[config.mk]
export PLATFORM = sky130hd
export DESIGN_NAME = ysyx_25030093_ifu
export DESIGN_NICKNAME = d
export VERILOG_FILES = /design/src/rtl/ysyx_25030093_pkg.sv /design/src/rtl/ysyx_25030093_ifu.sv
export SDC_FILE = /design/constraint.sdc
export NUM_CORES = 1
export LEC_CHECK = 0
export CAP_MARGIN = 0
export CORE_MARGIN = 1
export CORE_UTILIZATION = 25
export DETAILED_ROUTE_END_ITERATION = 8
export PLACE_DENSITY_LB_ADDON = 0.05
export REMOVE_ABC_BUFFERS = 1
export SKIP_LAST_GASP = 1
export SYNTH_ARGS = -nofsm -noshare
export SYNTH_HDL_FRONTEND = slang
export SYNTH_SLANG_ARGS = --single-unit
[constraint.sdc]
create_clock -name clock -period 1.9 [get_ports clock]
set_input_delay 0.38 -clock clock [delete_from_list [all_inputs] [get_ports clock]]
set_output_delay 0.38 -clock clock [all_outputs]
set_load 0.005 [all_outputs]
[src/rtl/ysyx_25030093_pkg.sv]
// Shared definitions for the ysyx_25030093 core.
//   ifu_state_e      : instruction fetch FSM states (IDLE / ADDR / DATA)
//   RESP_*           : AXI4-Lite response codes
//   DEFAULT_RESET_PC : address of the first instruction after reset
//   resp_is_err()    : any response other than OKAY is a failed access
//   word_aligned()   : true when the two address LSBs are zero
package ysyx_25030093_pkg;

  typedef enum logic [1:0] {
    IFU_IDLE = 2'd0,
    IFU_ADDR = 2'd1,
    IFU_DATA = 2'd2
  } ifu_state_e;

  localparam logic [1:0] RESP_OKAY   = 2'b00;
  localparam logic [1:0] RESP_SLVERR = 2'b10;
  localparam logic [1:0] RESP_DECERR = 2'b11;

  localparam logic [31:0] DEFAULT_RESET_PC = 32'h3000_0000;

  function automatic logic resp_is_err(input logic [1:0] resp);
    return resp != RESP_OKAY;
  endfunction

  function automatic logic word_aligned(input logic [1:0] addr_lsb);
    return addr_lsb == 2'b00;
  endfunction

endpackage

[src/rtl/ysyx_25030093_ifu.sv]
// Instruction fetch unit of the multi-cycle ysyx_25030093 core.
// Takes a PC from the PC stage, performs one AXI4-Lite read per PC and
// hands the returned word to decode with a one-cycle valid pulse. After
// reset it fetches RESET_PC on its own.
//
// Ports:
//   clock, reset (async, active low)
//   in_valid_pc, pc                    : fetch request pulse from the PC stage
//   araddr, arvalid, arready           : AXI read-address channel
//   rdata, rresp, rvalid, rready       : AXI read-data channel
//   inst, inst_pc, fetch_err           : last completed fetch (held)
//   out_valid_IFU                      : one-cycle completion pulse
//   busy                               : high whenever the FSM is not IDLE
//   state_dbg                          : current FSM state, for observation
//
// Build option: YSYX_25030093_IFU_MISALIGN_CHK_EN
//   defined   : a misaligned PC issues no read and completes with fetch_err
//   undefined : araddr[1:0] is forced to zero; inst_pc keeps the full PC
//
// Handshake: a transfer on either AXI channel happens on a rising edge where
// both valid and ready are high. arvalid stays high with araddr stable until
// arready is seen; rready is high for the whole DATA state, and the read
// data is taken on the first edge where rvalid is also high.
module ysyx_25030093_ifu
  import ysyx_25030093_pkg::*;
#(
  parameter logic [31:0] RESET_PC = DEFAULT_RESET_PC
) (
  input  logic        clock,
  input  logic        reset,
  input  logic        in_valid_pc,
  input  logic [31:0] pc,
  output logic [31:0] araddr,
  output logic        arvalid,
  input  logic        arready,
  input  logic [31:0] rdata,
  input  logic [1:0]  rresp,
  input  logic        rvalid,
  output logic        rready,
  output logic [31:0] inst,
  output logic [31:0] inst_pc,
  output logic        out_valid_IFU,
  output logic        fetch_err,
  output logic        busy,
  output ifu_state_e  state_dbg
);

  ifu_state_e  state_q;
  ifu_state_e  state_d;
  logic [31:0] fetch_pc_q;   // full, unmodified fetch address
  logic        pc_bad;       // incoming pc is misaligned and must not be read
  logic        addr_bad;     // held fetch address is misaligned
  logic        accept;
  logic        data_done;
  logic        err_done;

`ifdef YSYX_25030093_IFU_MISALIGN_CHK_EN
  assign pc_bad   = !word_aligned(pc[1:0]);
  assign addr_bad = !word_aligned(fetch_pc_q[1:0]);
  assign araddr   = fetch_pc_q;
`else
  assign pc_bad   = 1'b0;
  assign addr_bad = 1'b0;
  assign araddr   = {fetch_pc_q[31:2], 2'b00};
`endif

  assign accept    = (state_q == IFU_IDLE) && in_valid_pc;
  assign data_done = (state_q == IFU_DATA) && rvalid;
  // A misaligned request either arrives in IDLE, or is the reset vector
  // sitting in ADDR straight out of reset. Both complete without a read.
  assign err_done  = (accept && pc_bad) || ((state_q == IFU_ADDR) && addr_bad);

  // Outputs below decode only registered state, so no AXI input reaches
  // an output combinationally.
  assign arvalid   = (state_q == IFU_ADDR) && !addr_bad;
  assign rready    = (state_q == IFU_DATA);
  assign busy      = (state_q != IFU_IDLE);
  assign state_dbg = state_q;

  always_comb begin
    state_d = state_q;
    case (state_q)
      IFU_IDLE: begin
        if (accept && !pc_bad) state_d = IFU_ADDR;
      end
      IFU_ADDR: begin
        if (addr_bad)     state_d = IFU_IDLE;
        else if (arready) state_d = IFU_DATA;
      end
      IFU_DATA: begin
        if (rvalid) state_d = IFU_IDLE;
      end
      default: state_d = IFU_IDLE;
    endcase
  end

  always_ff @(posedge clock or negedge reset) begin
    if (!reset) begin
      state_q <= IFU_ADDR;
    end else begin
      state_q <= state_d;
    end
  end

  always_ff @(posedge clock or negedge reset) begin
    if (!reset) begin
      fetch_pc_q    <= RESET_PC;
      inst          <= 32'h0;
      inst_pc       <= 32'h0;
      out_valid_IFU <= 1'b0;
      fetch_err     <= 1'b0;
    end else begin
      out_valid_IFU <= data_done || err_done;
      if (accept) fetch_pc_q <= pc;
      if (data_done) begin
        // Data is kept even on an error response; decode qualifies it.
        inst      <= rdata;
        inst_pc   <= fetch_pc_q;
        fetch_err <= resp_is_err(rresp);
      end else if (err_done) begin
        inst      <= 32'h0;
        inst_pc   <= accept ? pc : fetch_pc_q;
        fetch_err <= 1'b1;
      end
    end
  end

endmodule

; Word level (Yosys, flattened, before mapping)
; Cells that the tools add are included.
[op_classes]
bitwise = 0
shift = 0
n_mux = 4
addsub = 0
eq_ne = 5
magnitude_cmp = 0
div_mod_pow = 0
n_reduce_logical = 6
n_mul = 0
[op_table]
columns = cell, count
row1 = two-way mux 2 bit, 3
row2 = case mux 2 bit (3 select lines), 1
row3 = inequality test 2 bit (second input constant), 2
row4 = nonzero test 2 bit, 2
row5 = AND reduction 3 bit, 1
row6 = == test 2 x 1 -> 1 bit (second input constant), 1
row7 = == test 2 bit (second input constant), 1
row8 = logical AND 1 bit, 2
row9 = zero test 2 bit, 1
row10 = inequality test 2 x 1 -> 1 bit (second input constant), 1
[word_totals]
mem_bits_ro = 0
in_bits = 71
reg_bits = 100
latch_bits = 0
memories = 0
wordCells = 21
ramBits = 0

; Longest topological paths before layout
; Gate-level depths: netlist of run 1.
[logic_depth]
word_depth = 4
ltp_mapped = 4
mapped_depth_nobuf = 2

; Least setup slack after synthesis of run 1
; Ideal clock, no wire load.
[synth_timing]
kind = reg-to-reg
from = reg state_q[1], in the netlist state_dbg[1]
to = reg fetch_pc_q[10]
setup_ns = 0.125
path_stages_with_launch = 4
path_buffers = 1
path_slack_ns = 0.443
t_arrival_ns = 1.333
required_ns = 1.775
synth_period_minus_slack_ns = 1.457
cell_sequence = dfrtp_1 -> nor3b_2 -> buf_6 -> mux2_2
[synth_via]
elab_chain_len = 2
[synth_lines]
columns = item, line_no
row1 = start: declaration, ysyx_25030093_ifu.sv:48  ; ifu_state_e state_q;
row2 = start signal: assignment, ysyx_25030093_ifu.sv:101  ; state_q <= state_d;
row3 = zero test 2 bit, ysyx_25030093_ifu.sv:67  ; assign accept = (state_q == IFU_IDLE) && in_valid_pc;
row4 = logical AND 1 bit, ysyx_25030093_ifu.sv:67
row5 = end signal: assignment, ysyx_25030093_ifu.sv:114  ; if (accept) fetch_pc_q <= pc;
row6 = end: declaration, ysyx_25030093_ifu.sv:50  ; logic [31:0] fetch_pc_q;
; Every way passes these cells.
; A chain may end at the register's enable or synchronous reset.

; Worst setup path in the final report of run 1
[layout_timing]
from = reg state_q[0], in the netlist state_dbg[0]
to = out state_dbg[0]
[layout_rtl]
columns = item, line_no
row1 = end: declaration, ysyx_25030093_ifu.sv:45  ; output ifu_state_e state_dbg
; No word-level cell between the ends.

==> impl_results.md, run 1 <==
* Hold Crit Class: in -> async
* Grt total ovfl at 0
* CTS Buffer Depth at 2
* Port Buffers at about 170
* Nets at between 400 and 500
* Reg2reg end: inst[24]
* Crit start category: register
* Number of global-route vias before repair at 2694
* Cell variety after synth at 17
* DP Area at around 6000 um2
* Syn avg cell area at around 17 um2
* Met2 WL at about 4.4 mm
* Crit path arrival time at about 1.4 ns
* Critical-path cell list: clkdlybuf4s50_1
* Drt initial violations at 34
* Root buffer cell: clkbuf_16
* Final hold vios at 0
* CP max-delay cell: dfstp_2
* Via count at 2480
* CTS tree: built
* Gr usage total at about an eighth
* Crit. End Element: primary output
* Number of H-tree levels at 3
* Worst-path clk slew at 0.07 ns
* Mapped Cells at approximately 250
* Final wirelength at slightly above 9 mm
* CP top delay family: flip-flops
* Diode count at 0
* Die Y at ~130 um
* Slew Viols, Final at 0
* Largest net degree at the start of global routing at 36
* Mapped Area at between 4000 and 5000 um2
* CP bufs+invs at 1
* Crit-path max FO at 5
* Row cnt at 46
* Detailed Place HPWL at 6.36 mm
* Post-Route Skew at about 0.008 ns
* Finished Cell Area at ~6300 um2
* Crit path time final at roughly 1.8 ns
* Wl on met1 at slightly below 4 mm
* Crit. path cell count at 1
* Fmax at around 0.56 GHz
* Layout area overhead at 50.3%
* Crit share post-route at 93.2%
* Sequential-to-total area share from yosys stat at about three fifths
* Worst path required time at 1.52 ns
* Flop2flop setup slack at approximately 0.28 ns
* Pwr Density at between 1500 and 2000 nW/um2
* Clock Latency Late Sink at approximately 0.35 ns
* Final Setup Violations at 0
* Worst r2r src: state_dbg[0]
* First-pass GRT wire length at 15.4 mm
* Finished Core Util at 39.0%
* RSZ-0062 raised after global routing: false
* CTS buffer count at 9
* Max Cap Viol at 0
* Post-synthesis register bit count at 100
* Initial antenna violation count at 0
* Boundary pin count at about 170
* Chip width at ~130 um
* Routed wl met3 at 768 um
* Vias per cell at ~4.0
* Placer Congestion at just under 0.7
* Starting Density at 26.0%
* Full die area at between 15000 and 20000 um2
* Max IR drop VDD at about 670 uV
* WL/cell at 14.9 um
* FF-to-FF path depth at 4
* Drt pass-1 iters at 2
* CP startpoint: state_dbg[0]
* Worst Setup EP: state_dbg[0]
* CTS Sinks at 100
* Core box area at 16100 um2
* P_leak at roughly 2.8 nW
* Largest stage delay on the critical path at 0.55 ns
* Top routing layer in use: met4
* DR DRC count at 0
* Number of routed nets with antenna violations at 0
* Fin Hold WS at about 0.48 ns
* Yosys warns at 0
* Critical path class: reg -> out
* Status: complete, no violations
* Share of cells above drive strength 1 at between 30% and 40%
==> flip-flops by register name (all words and copies together), names as in the netlist <==
register       cells
out_valid_IFU      1
inst              32
fetch_err          1
fetch_pc_q        32
inst_pc           32
state_dbg          2
==> power by group <==
group | switching, W | internal [W]
Combinational | 0.00123 | 0.00331
Clock | 0.000837 | 0.00103
Sequential | 0.000638 | 0.00324
==> repair_timing <==
action,in CTS,in global routing
setup endpoints to repair,3,1
buffers inserted,3,0
hold buffers,1,0
gates resized for setup,3,1
hold endpoints to repair,18,0
==> how the worst min path moves through the flow <==
stage / start / to / slack, ns / cells after the start
final: reset / inst[12] / 0.48 / 2
after global routing: reset / inst[26] / 0.51 / 2
after detailed placement: reset / inst[26] / 0.31 / 1
after CTS: reset / inst[26] / 0.47 / 2
after global placement: reset / inst[26] / 0.30 / 1
after floorplan: reset / fetch_err / 0.08 / 0
==> stage by stage <==
stage	power, W	setup slack [ns]	instances	TNS, ns
after floorplan	0.00569	-0.415	211	-13.19
after global placement	0.00848	0.0273	606	0
after detailed placement	0.00851	0.0422	606	0
after CTS	0.0105	0.00547	626	0
after global routing	0.0110	0.0723	626	0
final	0.0103	0.129	626	0
==> synthesized netlist by cell type <==
cell,n,area share [%]
and2b_2,2,0.42
buf_2,2,0.24
mux2_2,56,15
buf_4,32,5.7
nor2_1,2,0.18
nor3b_2,1,0.30
inv_1,3,0.27
nand3b_4,1,0.48
conb_1,1,0.090
mux2i_1,1,0.24
a211oi_1,1,0.18
mux2_4,40,14
dfstp_2,3,1.9
dfrtp_1,97,58
or2_2,1,0.15
a22o_1,1,0.21
buf_6,8,2.2
==> cells in the final DEF (no fill, tap or decap), types with 2 or more instances in the layout <==
| master | netlist | final |
|---|---|---|
| and2b_2 | 2 | 2 |
| buf_12 | 0 | 5 |
| buf_4 | 32 | 7 |
| clkbuf_16 | 0 | 9 |
| clkdlybuf4s50_1 | 0 | 167 |
| clkinv_2 | 0 | 2 |
| conb_1 | 1 | 2 |
| dfrtp_1 | 97 | 96 |
| dfstp_2 | 3 | 3 |
| dlygate4sd2_1 | 0 | 2 |
| inv_1 | 3 | 3 |
| inv_6 | 0 | 2 |
| mux2_2 | 56 | 56 |
| mux2_4 | 40 | 40 |
| nor2_1 | 2 | 2 |
==> layout make-up <==
cell class	count	area [um2]
Inverter	3	11.3
Tap cell	216	270
Fill cell	1546	9830
Clock buffer	9	225
Timing Repair Buffer	183	1860
Multi-Input combinational cell	108	1340
Clock inverter	7	73.8
Sequential cell	100	2510
==> routing by layer <==
layer / vias to the layer above / track usage, %
met5: - / 0
met4: 0 / 4.65
met3: 9 / 4.98
met2: 93 / 18.0
met1: 1239 / 14.2
li1: 1139 / -
==> kinds of logic (layout without fill, tap and decap cells) <==
family | Yosys count | after routing | synth area share [%]
flops | 100 | 100 | 59.9
mux | 97 | 97 | 29.7
buf+inv | 45 | 202 | 8.41
simple gates | 7 | 7 | 1.53
compound gates | 2 | 2 | 0.389
other cells | 1 | 2 | 0.0897
(Power assumes the default switching activity.)
==> run 2: changes to the inputs <==
--- a/config.mk
+++ b/config.mk
@@ -15,3 +15,4 @@
 export SYNTH_ARGS = -nofsm -noshare
 export SYNTH_HDL_FRONTEND = slang
 export SYNTH_SLANG_ARGS = --single-unit
+export TNS_END_PERCENT = 5
==> impl_results.md, run 2 (same netlist as run 1, synthesis figures left out) <==
* Finished Cell Area at 6300 um2 (+0.14%)
* Chip width at 131 um (unchanged)
* Fmax at 0.536 GHz (-5.1%)
* Root buffer cell: clkbuf_16
* CTS Buffer Depth at 2 (unchanged)
* CP max-delay cell: clkdlybuf4s50_1
* CP top delay family: buffers and inverters
* Commonest non-fill, non-tap cells in the layout: 168 x clkdlybuf4s50_1, 96 x dfrtp_1, 56 x mux2_2, 40 x mux2_4, 9 x clkbuf_16
* TNS Setup at 0 ns (unchanged)
* Largest stage delay on the critical path at 0.45 ns (-0.10 ns)
* Boundary pin count at 174 (unchanged)
* Reg2reg end: inst[24]
* Setup WS post-layout at 0.0352 ns (-0.0943 ns)
* CTS Sinks at 100 (unchanged)
* Clock Latency Late Sink at 0.35 ns (about the same)
* FF-to-FF path depth at 4 (unchanged)
* Row cnt at 46 (unchanged)
* Final wirelength at 9.33 mm (about the same)
* Layout area overhead at 50.5%
* Worst r2r src: state_dbg[0]
* Status: complete, no violations
* DP Area at 5950 um2 (unchanged)
* Final hold vios at 0 (unchanged)
* Slew Viols, Final at 0 (unchanged)
* DR DRC count at 0 (unchanged)
* Initial antenna violation count at 0 (unchanged)
* Flop2flop setup slack at 0.28 ns (about the same)
* Final Setup Violations at 0 (unchanged)
* First-pass GRT wire length at 15.5 mm (about the same)
* P_leak at 2.79 nW (+0.24%)
* Drt initial violations at 38 (+12%)
* RSZ-0062 raised after global routing: true
* Pwr Density at 1640 nW/um2 (+0.10%)
* Worst-path clk slew at 0.07 ns (about the same)
* Post-Route Skew at 0.00774 ns (-0.0000415 ns)
* Largest net degree at the start of global routing at 36 (unchanged)
* Placed insts at 606 (unchanged)
* Gr usage total at 11.7% (about the same)
* Core box area at 16100 um2 (unchanged)
* Finished Layout Cells at 627 (+0.16%)
* Worst path required time at 1.52 ns (about the same)
* Max IR drop VDD at 670 uV (unchanged)
* Crit share post-route at 98.1% (+5.0 points)
* Number of H-tree levels at 3 (unchanged)
* Crit. path cell count at 2 (+1)
* CTS buffer count at 9 (unchanged)
* WL/cell at 14.9 um (-0.13%)
* Critical path class: reg -> out
* Crit path arrival time at 1.48 ns (+0.09 ns)
* # fillers at 1545 (-0.065%)
* Port Buffers at 171 (unchanged)
* Hold Crit Class: in -> async
* Placer Congestion at 0.679 (unchanged)
* Full die area at 17300 um2 (unchanged)
* Crit start category: register
* Via count at 2480 (unchanged)
* Detailed Place HPWL at 6.36 mm (unchanged)
* Top Registers: fetch_pc_q x32, inst x32, inst_pc x32
* Crit. End Element: primary output
* Max Cap Viol at 0 (unchanged)
* Share of cells above drive strength 1 at 32.6% (+0.16 points)
* Most common cell after layout, fill and taps aside: clkdlybuf4s50_1
* Critical-path cell list: or2_2 > clkdlybuf4s50_1
* Crit-path max FO at 6 (+1)
* DP Worst Slack at 0.0422 ns (unchanged)
* Starting Density at 26.0% (unchanged)
* Vias per cell at 3.96 (-0.16%)
* Number of global-route vias before repair at 2682 (-0.45%)
* Grt total ovfl at 0 (unchanged)
* CTS tree: built
* Crit path time final at 1.86 ns (+0.0943 ns)
* Die Y at 131 um (unchanged)
* Number of routed nets with antenna violations at 0 (unchanged)
* Diode count at 0 (unchanged)
* CP bufs+invs at 1 (unchanged)
* Nets at 477 (+0.21%)
* Drt pass-1 iters at 2 (unchanged)
-- run 2: changes by cell type in the layout (fill, tap and decap cells not counted), sizes merged --
cell,delta
dlygate4sd2,-1
clkdlybuf4s50,+1
buf,+1
-- run 2: power breakdown --
part	internal [W]	total, W	switching [W]
Clock	0.00103	0.00187	0.000837
Combinational	0.00333	0.00456	0.00123
Sequential	0.00324	0.00388	0.000642
-- run 2: timing repair --
action | 4_1_cts | 5_1_grt
endpoints found under the hold margin | 18 | 0
setup buffers | 1 | 3
setup endpoints to repair | 3 | 2
hold buffers | 1 | 0
resized for setup | 2 | 1
-- run 2: worst max path at each step --
| stage | from | endpoint | slack (ns) |
|---|---|---|---|
| floorplan | state_dbg[1] | fetch_pc_q[0] | -0.41 |
| global placement | in_valid_pc | fetch_pc_q[14] | 0.03 |
| detailed placement | in_valid_pc | fetch_pc_q[26] | 0.04 |
| CTS | state_dbg[1] | arvalid | -0.05 |
| global route | state_dbg[0] | state_dbg[0] | -0.02 |
| finish | state_dbg[1] | busy | 0.04 |
-- run 2: per-layer routing --
layer  routed length (um)  GRT usage [%]
met1                 3960           14.3
met2                 4440           18.0
met3                  770           4.98
met4                  160           4.65
met5                    0              0
-- run 2: metrics by stage --
| step | utilization (%) | total power, W | hold slack (ns) |
|---|---|---|---|
| after floorplan | - | 0.00569 | 0.0844 |
| after global placement | 36.9 | 0.00848 | 0.304 |
| after detailed placement | 36.9 | 0.00851 | 0.310 |
| after CTS | 38.9 | 0.0105 | 0.468 |
| after global routing | 39.1 | 0.0110 | 0.510 |
| final | 39.1 | 0.0103 | 0.476 |
-- run 2: final cells by class --
class                      instances  area [um2]  share of cell area [%]
tap                              216         270                    4.29
clock inverter                     7        73.8                    1.17
inverter                           3        11.3                   0.179
sequential                       100        2510                    39.8
clock buffer                       9         225                    3.58
multi-input combinational        108        1340                    21.2
timing repair buffer             184        1870                    29.7
